--- src/rtl/alu_pipe.sv ---
// Registered ALU with valid/ready on both sides, flag set, illegal-opcode flag
// and an optional shift-add multiplier (one operation in flight at a time).
`timescale 1ns/1ps
module alu_pipe #(
  parameter int N      = 32,
  parameter bit MUL_EN = 1'b1
) (
  input  logic         clk,
  input  logic         rst_n,
  input  logic         in_valid,
  output logic         in_ready,
  input  logic [3:0]   op,
  input  logic [N-1:0] in_a,
  input  logic [N-1:0] in_b,
  output logic         out_valid,
  input  logic         out_ready,
  output logic [N-1:0] out,
  output logic         zero,
  output logic         carry,
  output logic         overflow,
  output logic         negative,
  output logic         illegal_op
);
  localparam int SW = $clog2(N);

  localparam logic [3:0] OP_AND = 4'b0000, OP_OR  = 4'b0001, OP_ADD = 4'b0010,
                         OP_XOR = 4'b0011, OP_SUB = 4'b0110, OP_SLT = 4'b0111,
                         OP_SLL = 4'b1000, OP_SRL = 4'b1001, OP_SRA = 4'b1010,
                         OP_NOR = 4'b1100, OP_MUL = 4'b1101;

  typedef enum logic {IDLE, MUL} state_t;

  typedef struct packed {
    logic [N-1:0] res;
    logic         zero;
    logic         carry;
    logic         overflow;
    logic         negative;
    logic         illegal;
  } resp_t;

  state_t       state;
  resp_t        rsp_d, rsp_q;
  logic [N-1:0] mcand, mplier, acc, acc_next;
  logic [SW-1:0] cnt;
  logic         accept, is_mul;
  logic [SW-1:0] shamt;
  logic [N:0]   sum_add, sum_sub;

  assign in_ready = (state == IDLE) && (!out_valid || out_ready);
  assign accept   = in_valid && in_ready;
  assign is_mul   = MUL_EN && (op == OP_MUL);
  assign shamt    = in_b[SW-1:0];
  assign sum_add  = {1'b0, in_a} + {1'b0, in_b};
  assign sum_sub  = {1'b0, in_a} + {1'b0, ~in_b} + {{N{1'b0}}, 1'b1};
  assign acc_next = mplier[0] ? acc + mcand : acc;

  // Single-cycle result. MUL lands in default (illegal) here; with MUL_EN=1
  // the FSM path below takes precedence, with MUL_EN=0 it is a genuine illegal op.
  always_comb begin
    rsp_d = '0;
    case (op)
      OP_AND: rsp_d.res = in_a & in_b;
      OP_OR:  rsp_d.res = in_a | in_b;
      OP_XOR: rsp_d.res = in_a ^ in_b;
      OP_NOR: rsp_d.res = ~(in_a | in_b);
      OP_ADD: begin
        rsp_d.res      = sum_add[N-1:0];
        rsp_d.carry    = sum_add[N];
        rsp_d.overflow = (in_a[N-1] == in_b[N-1]) && (sum_add[N-1] != in_a[N-1]);
      end
      OP_SUB: begin
        rsp_d.res      = sum_sub[N-1:0];
        rsp_d.carry    = sum_sub[N];
        rsp_d.overflow = (in_a[N-1] == ~in_b[N-1]) && (sum_sub[N-1] != in_a[N-1]);
      end
      OP_SLT: rsp_d.res = {{(N-1){1'b0}}, $signed(in_a) < $signed(in_b)};
      OP_SLL: rsp_d.res = in_a << shamt;
      OP_SRL: rsp_d.res = in_a >> shamt;
      OP_SRA: rsp_d.res = $signed(in_a) >>> shamt;
      default: rsp_d.illegal = 1'b1;
    endcase
    rsp_d.zero     = (rsp_d.res == '0);
    rsp_d.negative = rsp_d.res[N-1];
  end

  always_ff @(posedge clk or negedge rst_n) begin
    if (!rst_n) begin
      state     <= IDLE;
      out_valid <= 1'b0;
      rsp_q     <= '0;
      mcand     <= '0;
      mplier    <= '0;
      acc       <= '0;
      cnt       <= '0;
    end else begin
      case (state)
        IDLE: begin
          if (accept) begin
            if (is_mul) begin
              state     <= MUL;
              mcand     <= in_a;
              mplier    <= in_b;
              acc       <= '0;
              cnt       <= SW'(N-1);
              out_valid <= 1'b0;
            end else begin
              rsp_q     <= rsp_d;
              out_valid <= 1'b1;
            end
          end else if (out_ready) begin
            out_valid <= 1'b0;
          end
        end
        MUL: begin
          acc    <= acc_next;
          mcand  <= mcand << 1;
          mplier <= mplier >> 1;
          cnt    <= cnt - SW'(1);
          // Output register is guaranteed free here: MUL only starts when it is.
          if (cnt == '0) begin
            state     <= IDLE;
            out_valid <= 1'b1;
            rsp_q     <= '{res: acc_next, zero: (acc_next == '0), carry: 1'b0,
                           overflow: 1'b0, negative: acc_next[N-1], illegal: 1'b0};
          end
        end
        default: state <= IDLE;
      endcase
    end
  end

  assign out        = rsp_q.res;
  assign zero       = rsp_q.zero;
  assign carry      = rsp_q.carry;
  assign overflow   = rsp_q.overflow;
  assign negative   = rsp_q.negative;
  assign illegal_op = rsp_q.illegal;
endmodule

--- config.mk ---
export PLATFORM = sky130hd
export DESIGN_NAME = alu_pipe
export DESIGN_NICKNAME = d
export VERILOG_FILES = /design/src/rtl/alu_pipe.sv
export SDC_FILE = /design/constraint.sdc
export NUM_CORES = 1
export LEC_CHECK = 0
export CAP_MARGIN = 15
export CELL_PAD_IN_SITES_DETAIL_PLACEMENT = 1
export CELL_PAD_IN_SITES_GLOBAL_PLACEMENT = 2
export CORE_UTILIZATION = 33
export DETAILED_ROUTE_END_ITERATION = 10
export GPL_ROUTABILITY_DRIVEN = 0
export PLACE_DENSITY_LB_ADDON = 0.1
export SLEW_MARGIN = 10
export SYNTH_ARGS = -nofsm -noshare
export SYNTH_HDL_FRONTEND = slang
export SYNTH_SLANG_ARGS = --single-unit
--- constraint.sdc ---
create_clock -name clk -period 7.89 [get_ports clk]
set_input_delay 0.789 -clock clk [delete_from_list [all_inputs] [get_ports clk]]
set_output_delay 0.789 -clock clk [all_outputs]
set_load 0.03 [all_outputs]
**Word-level counts from Yosys, hierarchy flattened**

Index checks and enable logic that the tools add are counted.

- $add $sub $neg: 5
- Order comparisons: 1
- Equal/unequal tests: 19
- Shift operators: 3
- Muxes and demuxes: 29
- Bitwise operators: 7
- Reductions and logical operators: 14

Operators by type and width:

| cell | number |
|---|---|
| $pmux 32 s10 | 1 |
| $mux 32 | 7 |
| $pmux 32 s2 | 3 |
| $mux 37 | 3 |
| $pmux 37 s2 | 1 |
| $add 32x32->33 | 2 |
| $logic_not 32->1 | 2 |
| $not 32->32 | 2 |
| $add 33x1->33 const B | 1 |
| $add 32x32->32 | 1 |
| $and 32x32->32 | 1 |
| $lt 32x32->1 | 1 |
| $or 32x32->32 | 1 |
| $shl 32x5->32 | 1 |
| $shr 32x5->32 | 1 |
| $sshr 32x5->32 | 1 |
| $xor 32x32->32 | 1 |
| $eq 4x4->1 const B | 5 |
| $mux 5 | 2 |
| $pmux 5 s2 | 1 |
| $reduce_or 10->1 | 1 |
| $eq 4x2->1 const B | 2 |
| $eq 4x3->1 const B | 2 |
| $mux 1 | 8 |
| 17 further kinds | 27 |

- Flip-flop bits (word level): 140
- Output and inout port bits: 39
- Logic and storage cells: 90

**Longest topological paths before layout**

Gate-level depths: netlist of the first run.

- Word-level depth: 9
- Gate-level depth with buffers: 19
- Gate-level depth less buffers: 15

**Least setup slack after synthesis of the first run**

Ideal clock, no wire load.

- Path type: input-to-reg
- From: in in_b[2]
- To: reg rsp_q, in the netlist zero
- Setup time: 65 ps
- Arrival time: 4535 ps
- Setup slack: 3290 ps
- Stages: 19
- Buffers on the path: 5
- Cell sequence: buf_6 buf_6 buf_6 inv_1 buf_2 ha_1 buf_2 nor2b_1 o31a_1 o211ai_1 a21oi_1 a31oi_1 o41ai_1 nand3_1 a32oi_1 mux2_2 or3_1 nor4b_2 a211o_1

- Cells in the longest elaborated chain, start to end: 8

Ends and longest elaborated chain:

| what | RTL line | text |
|---|---|---|
| start: declaration | 14 | `input logic [N-1:0] in_b,` |
| $not 32->32 | 55 | `assign sum_sub = {1'b0, in_a} + {1'b0, ~in_b} + {{N{1'b0}}, 1'b1};` |
| $add 32x32->33 | 55 |  |
| $add 33x1->33 | 55 |  |
| $pmux 32 s10 (*) | 62 | `case (op)` |
| $logic_not 32->1 (*) | 83 | `rsp_d.zero = (rsp_d.res == '0);` |
| $mux 37 (*) | 100 | `if (is_mul) begin` |
| $mux 37 (*) | 99 | `if (accept) begin` |
| $pmux 37 s2 (*) | 97 | `case (state)` |
| end signal: assignment | 108 | `rsp_q <= rsp_d;` |
| end signal: assignment | 124 | `rsp_q <= '{res: acc_next, zero: (acc_next == '0), carry: 1'b0,` |
| end: declaration | 43 | `resp_t rsp_d, rsp_q;` |

Mark *: on every way between the ends. The rest lies on a longest branch, timed or not. The select of a mux whose other input is x is not followed.
A chain may end at the register's enable or synchronous reset.

**Worst setup path after layout of the first run**

- From: in in_b[1]
- To: reg rsp_q, in the netlist zero

Same word-level chain as after synthesis.

==> results of run 1 <==
==> sequential cells by signal (all words and copies together) (netlist names) <==
signal      cells
state           1
cnt             5
mcand          32
zero            1
illegal_op      1
out            32
overflow        1
out_valid       1
mplier         32
carry           1
acc            32
==> cell families (layout without fill, tap and decap cells) <==
group	count (synthesis)	count (layout)	share of synthesized area
xor+xnor	53	53	0.0252
simple gates	734	734	0.187
fa+ha+maj	143	143	0.0982
compound gates	783	783	0.285
other cells	0	1	0
buf+inv	305	310	0.0725
flops	139	139	0.189
mux	214	214	0.144
==> per-stage QoR <==
step / total power, W / cells / worst slack [ps] / utilization / hold WS (ps)
2_1_floorplan: 0.00271 / 2371 / 3290 / - / 453
5_1_grt: 0.00488 / 3124 / 1970 / 0.374 / 442
4_1_cts: 0.00461 / 3124 / 2320 / 0.374 / 397
6_report: 0.00460 / 3125 / 2000 / 0.374 / 360
3_3_place_gp: 0.00363 / 3092 / 1850 / 0.362 / 463
3_5_place_dp: 0.00367 / 3092 / 1800 / 0.362 / 475
==> how the worst max path moves through the flow <==
stage,endpoint,slack (ps)
2_1_floorplan,zero,3290
3_3_place_gp,zero,1850
3_5_place_dp,zero,1800
4_1_cts,zero,2320
5_1_grt,zero,1970
6_report,zero,2000
==> metal layers <==
metal / part of all wire / vias to the layer above
li1: - / 8824
met1: 0.42 / 10000
met2: 0.46 / 826
met3: 0.070 / 222
met4: 0.048 / 0
met5: 0 / -
==> area by class of cell <==
| cell class | instances | area share |
|---|---|---|
| clock inverters | 15 | 0.0101 |
| well taps | 748 | 0.0454 |
| diodes | 1 | 0.000121 |
| flip-flops and latches | 139 | 0.169 |
| inverters | 116 | 0.0211 |
| repair buffers | 162 | 0.0711 |
| clock buffers | 17 | 0.0206 |
| multi-input cells | 1927 | 0.663 |
==> report_power, final <==
| part | leakage, nW | switching, W | internal, W |
|---|---|---|---|
| logic | 6.84 | 0.00160 | 0.000866 |
| registers | 1.84 | 0.000273 | 0.000955 |
| clock network | 0.301 | 0.000400 | 0.000510 |
| total | 8.99 | 0.00227 | 0.00233 |
==> placed cells by master, fill, tap and decap left out, drive strengths merged, types with 17 or more instances in the layout <==
cell           netlist  routed
a211o               19      19
a211oi              41      41
a21o                29      29
a21oi              151     151
a221o               19      19
a221oi              21      21
a22oi               28      28
a31oi               23      23
and3                20      20
buf                 63      59
clkbuf             126      17
clkdlybuf4s50        0     103
dfrtp              139     139
ha                 140     140
inv                113     119
mux2                42      42
mux2i              137     137
mux4                35      35
nand2              295     295
nand2b              17      17
nand3               53      53
nand4               19      19
nor2               156     156
nor2b               17      17
nor3                58      58
nor4                26      26
o211ai              36      36
o21ai              189     189
o221ai              24      24
o22ai               48      48
o31ai               18      18
xnor2               38      38
==> worst max-delay path: stages <==
cell	delay [ps]
sky130_fd_sc_hd__buf_4	460
sky130_fd_sc_hd__inv_1	550
sky130_fd_sc_hd__ha_1	500
sky130_fd_sc_hd__o21ba_2	240
sky130_fd_sc_hd__nor4_1	530
sky130_fd_sc_hd__nor2_1	250
sky130_fd_sc_hd__a221o_1	380
sky130_fd_sc_hd__o21ai_0	170
sky130_fd_sc_hd__nand4_1	420
sky130_fd_sc_hd__nor4_2	460
sky130_fd_sc_hd__nand4_1	180
sky130_fd_sc_hd__nor4_1	700
sky130_fd_sc_hd__nand4_1	200
sky130_fd_sc_hd__nor4b_2	320
sky130_fd_sc_hd__a211o_1	140
==> qor.txt, run 1 <==
=====================================================================================
Status                                                                   finished, final reports clean
Die width                                                                      238 um
Post-CTS setup repair buffer count                                                  0
Global-route wire length before repair                                      137000 um
Power per cell area                                                        223 mW/mm2
Number of buffers on the longest clock path                                         2
Worst-case register-to-register setup slack                                   3170 ps
Worst reg2reg endpoint                                                           zero
Sum of overflow across all layers after global routing                              0
Required @ worst endpoint                                                     8310 ps
Standard-cell row count                                                            86
Placed cell area                                                           0.0200 mm2
Global-route total usage across every layer                                     0.327
Pins over their slew limit                                                          0
Critical Path Start Type                                                    input pin
Clk root buf                                                             sky130_fd_sc_hd__clkbuf_16
Post-route DRC                                                                      0
Kind of capture point of the worst setup path                                register
Most used standard cell by instance count after synthesis                sky130_fd_sc_hd__nand2_1
Iteration count of the initial detailed-routing pass                                8
HP Class                                                                 input pin to asynchronous set/reset pin
Number of instances in the synthesized netlist                                   2371
Highest Clock Rate                                                            170 MHz
Startpoint of the most critical setup path                                    in_b[1]
Register-to-Register Path Depth                                                    13
Ports placed on the boundary                                                      111
Leakage power                                                                 8.99 nW
Initial core utilization                                                        0.334
Setup violators final                                                               0
Total Neg Setup Slack                                                            0 ps
Synth-to-layout area growth                                                     11.9%
Detail Placement HPWL                                                        72200 um
Area of the core region                                                    0.0552 mm2
Layout fillers                                                                   6645
FF+latch count, synth                                                             139
Max IR drop VDD                                                                155 uV
Yosys warns                                                                         0
Met2 routing resource usage after global routing                                0.526
WS Path Type                                                             input pin to register
Die boundary height                                                            238 um
Area taken by flip-flops and latches                                      0.00348 mm2
CTS H-Tree Depth                                                                    4
Largest net degree at the start of global routing                                  88
CTS Hold Buffers Added                                                              0
Distinct cell type count after synthesis                                           98
Commonest register cell after synthesis                                  sky130_fd_sc_hd__dfrtp_1
Layout net count                                                                 2578
Met3 track utilization from global routing                                     0.0640
Antenna violations before repair                                                    4
Fraction of layout instances using a drive strength above 1                    0.0871
Total number of clock tree sinks                                                  139
Clock network latency to the later pin of the worst-skew pair                  490 ps
Rel. slew slack                                                                 0.240
Sequential-to-total area share from yosys stat                                  0.189
Library cell occupying the most area in the post-synthesis netlist       sky130_fd_sc_hd__dfrtp_1
Biggest fanout along the worst timing path                                         43
Slew at the pin closest to its max-slew limit                                 1140 ps
Routing layer with the top usage in global route                                 met2
Final wirelength                                                             93200 um
Average wire length per cell after detail routing                             29.8 um
Final Cycle Share                                                               0.746
Via density                                                                      6.37
Met1 routing resource usage after global routing                                0.419
Unrepaired setup endpoints after global routing                                    no
Worst Skew                                                                    18.7 ps
TritonCTS Buffers                                                                  17
Post_cts resized                                                                    0
Antenna viol nets, final                                                            0
Synthesized area per cell                                                    7.78 um2
Number of max-cap violations                                                        0
Time the final worst path needs with I/O delays and setup                     5890 ps
Synth top area cells                                                     sky130_fd_sc_hd__dfrtp_1, sky130_fd_sc_hd__ha_1, sky130_fd_sc_hd__mux2i_1, sky130_fd_sc_hd__nand2_1, sky130_fd_sc_hd__o21ai_0
Count of buffers from port buffering                                              110
Number of global-route vias before repair                                       20200
Count of routing violations after the opening detailed-route iteration           1830
Via total after detailed routing                                                19900
Data arrival, critical path                                                   6310 ps
Number of flops mapped to enable cells by yosys                                     0
Cell area after technology mapping                                         0.0184 mm2
Share of flip-flops with an asynchronous set or reset after synthesis            1.00
Cell types with the highest counts after synthesis                       sky130_fd_sc_hd__nand2_1, sky130_fd_sc_hd__o21ai_0, sky130_fd_sc_hd__nor2_1
Area used by multi-input combinational logic                               0.0137 mm2
Final Hold Viols                                                                    0
Mapped Nets                                                                      2586
CTS tree                                                                          yes
Post-route standard cell area excluding fillers                            0.0206 mm2
Die Footprint                                                              0.0568 mm2
Worst flop-to-flop path startpoint                                           mcand[4]
Clock-pin transition on the worst setup and hold timing paths                   70 ps
Proportion of netlist area held by the largest area contributor                 0.189
=====================================================================================
Note: power is estimated with default switching activity, not from simulation.
==> run 2, diff against run 1 <==
==> constraint.sdc (replaced) <==
create_clock -name clk -period 5.25 [get_ports clk]
set_input_delay 0.525 -clock clk [delete_from_list [all_inputs] [get_ports clk]]
set_output_delay 0.525 -clock clk [all_outputs]
set_load 0.03 [all_outputs]
==> run 2 against run 1 <==
Worst hold slack improved by 130 ps. Final cell count rose by 3.2%. Flip-flop and latch count did not move. Register-to-register slack lost 2500 ps. Clock-buffer cell count increased by 1. Die area stayed put. Critical endpoint unchanged. Largest cell class unchanged. Largest power group unchanged.
==> qor.txt, run 2 (synthesized netlist as in run 1, its figures left out) <==
=====================================================================================
Die width                                                                      238 um   unchanged
Top library cells by usage in the layout, fill and taps aside            sky130_fd_sc_hd__nand2_1, sky130_fd_sc_hd__o21ai_0, sky130_fd_sc_hd__nor2_1
Switching portion of total power                                                0.494   +0.000963
Cell with the largest stage delay on the worst path                      sky130_fd_sc_hd__nor2b_1
Number of max-cap violations                                                        0   unchanged
Final Hold Viols                                                                    0   unchanged
Leakage power                                                                 9.47 nW   +5.4%
Standard-cell row count                                                            86   unchanged
CTS Hold Buffers Added                                                              1   +1
Global-route wire length before repair                                      142000 um   +3.3%
TritonCTS Buffers                                                                  17   unchanged
Biggest fanout along the worst timing path                                         16   -63%
Clock-pin transition on the worst setup and hold timing paths                   70 ps   about the same
Max IR drop VDD                                                                275 uV   +77%
Layout net count                                                                 2678   +3.9%
Ports placed on the boundary                                                      111   unchanged
Sum of overflow across all layers after global routing                              0   unchanged
WS Path Type                                                             input pin to register
Clock network latency to the later pin of the worst-skew pair                  500 ps   about the same
Internal power contribution                                                 0.00352 W   +51%
Number of buffers on the longest clock path                                         2   unchanged
Required @ worst endpoint                                                     5690 ps   -2620 ps
Total Neg Setup Slack                                                            0 ps   unchanged
Fraction of layout instances using a drive strength above 1                     0.124   +0.0365
Post-route DRC                                                                      0   unchanged
Kind of capture point of the worst setup path                                register
Post-route standard cell area excluding fillers                            0.0214 mm2   +3.6%
Final critical-path setup slack                                                378 ps   -1620 ps
Rel. slew slack                                                                0.0946   -0.146
Time the final worst path needs with I/O delays and setup                     4870 ps
Worst Skew                                                                    16.1 ps   -2.64 ps
Count of buffers from port buffering                                              110   unchanged
Via density                                                                      6.38   +0.20%
HP Class                                                                 register to register
Final wirelength                                                             97200 um   +4.3%
Unrepaired setup endpoints after global routing                                    no
Initial core utilization                                                        0.334   unchanged
Slew at the pin closest to its max-slew limit                                 1360 ps   +220 ps
Iteration count of the initial detailed-routing pass                                5   -3
Die Footprint                                                              0.0568 mm2   unchanged
Average wire length per cell after detail routing                             30.1 um   +1.1%
Pins over their slew limit                                                          0   unchanged
Global-route total usage across every layer                                     0.340   +0.0131
Area of the core region                                                    0.0552 mm2   unchanged
Status                                                                   finished, final reports clean
Most frequent standard cell in the layout excluding fill and tap cells   sky130_fd_sc_hd__nand2_1
Number of global-route vias before repair                                       20500   +1.5%
CTS tree                                                                          yes
Placed cell area                                                           0.0208 mm2   +3.9%
Die boundary height                                                            238 um   unchanged
CP peak stage delay                                                           1050 ps   +350 ps
Synth-to-layout area growth                                                     15.9%
Setup violators final                                                               0   unchanged
Via total after detailed routing                                                20600   +3.4%
Final Cycle Share                                                               0.928
Critical Path Start Type                                                    input pin
Power per cell area                                                        326 mW/mm2   +46%
Detail Placement HPWL                                                        77200 um   +6.9%
Post-CTS setup repair buffer count                                                  0   unchanged
CTS H-Tree Depth                                                                    4   unchanged
Antenna violations before repair                                                    3   -1
CP Cell Sequence                                                         buf_2 > buf_4 > nor2b_1 > a22o_1 > nor3_1 > a211o_1 > a211oi_1 > nand4bb_1 > nor4_2 > nand4_1 > nor4_1 > nand4_1 > nor4b_2 > a211o_1
Comb power frac                                                                 0.547   +0.012
Data arrival, critical path                                                   5310 ps   -1000 ps
Post_cts resized                                                                    0   unchanged
Net switching component of the power                                        0.00345 W   +52%
Post-placement worst setup slack                                              89.2 ps   -1710 ps
Highest Clock Rate                                                            205 MHz
Clk root buf                                                             sky130_fd_sc_hd__clkbuf_16
Layout fillers                                                                   6685   +0.60%
Antenna Cells                                                                       0   -1
Largest net degree at the start of global routing                                  58   -34%
Antenna viol nets, final                                                            0   unchanged
Total number of clock tree sinks                                                  139   unchanged
Count of routing violations after the opening detailed-route iteration           2072   +13%
Proportion of power drawn by flip-flops and latches                             0.265   -0.002
Clock Power Share                                                               0.188   -0.010
=====================================================================================
==> run 2: routing by layer <==
layer  vias to the layer above  global-route usage  share of wire
met5                         -                   0        0.00013
met4                         2               0.171          0.052
met1                     10300               0.437           0.42
met3                       250              0.0687          0.077
met2                       963               0.540           0.45
li1                       9034                   -              -
==> run 2: final cells by class <==
cell class	instances	area [um2]	area share
multi-input combinational	1927	13700	0.640
sequential	139	3480	0.163
timing repair buffer	262	2260	0.106
tap	748	936	0.0438
clock buffer	18	439	0.0205
inverter	116	435	0.0204
clock inverter	14	153	0.00714
==> run 2: per-stage QoR <==
stage                util  power, W  std cells  hold WS [ps]
floorplan               -   0.00407       2371           229
global placement    0.376   0.00555       3190           461
detailed placement  0.376   0.00561       3190           473
CTS                 0.387   0.00697       3223           485
global route        0.387   0.00736       3224           505
finish              0.387   0.00697       3224           485
==> run 2: power by group through the flow <==
stage | clock [W] | combinational, W | sequential (W)
3_3_place_gp | 0 | 0.00370 | 0.00185
4_1_cts | 0.00135 | 0.00377 | 0.00184
3_5_place_dp | 0 | 0.00375 | 0.00186
6_report | 0.00131 | 0.00381 | 0.00185
2_1_floorplan | 0 | 0.00219 | 0.00188
5_1_grt | 0.00138 | 0.00409 | 0.00189
==> run 2: worst max-delay path: cells and delay by family <==
kind,cells,cell delay (ps)
buffers and inverters,2,530
and+or+nand+nor,8,2840
AOI/OAI and AO/OA,4,1400
==> run 2: final timing paths <==
check	slack (ps)	start	cells past startpoint	endpoint
max	380	in_b[0]	14	zero
min	490	mplier[31]	2	mplier[30]
max reg2reg	660	mcand[0]	13	zero
min reg2reg	490	mplier[31]	2	mplier[30]
max in group asynchronous	3570	rst_n	3	mplier[4]
min in group asynchronous	500	rst_n	2	acc[31]
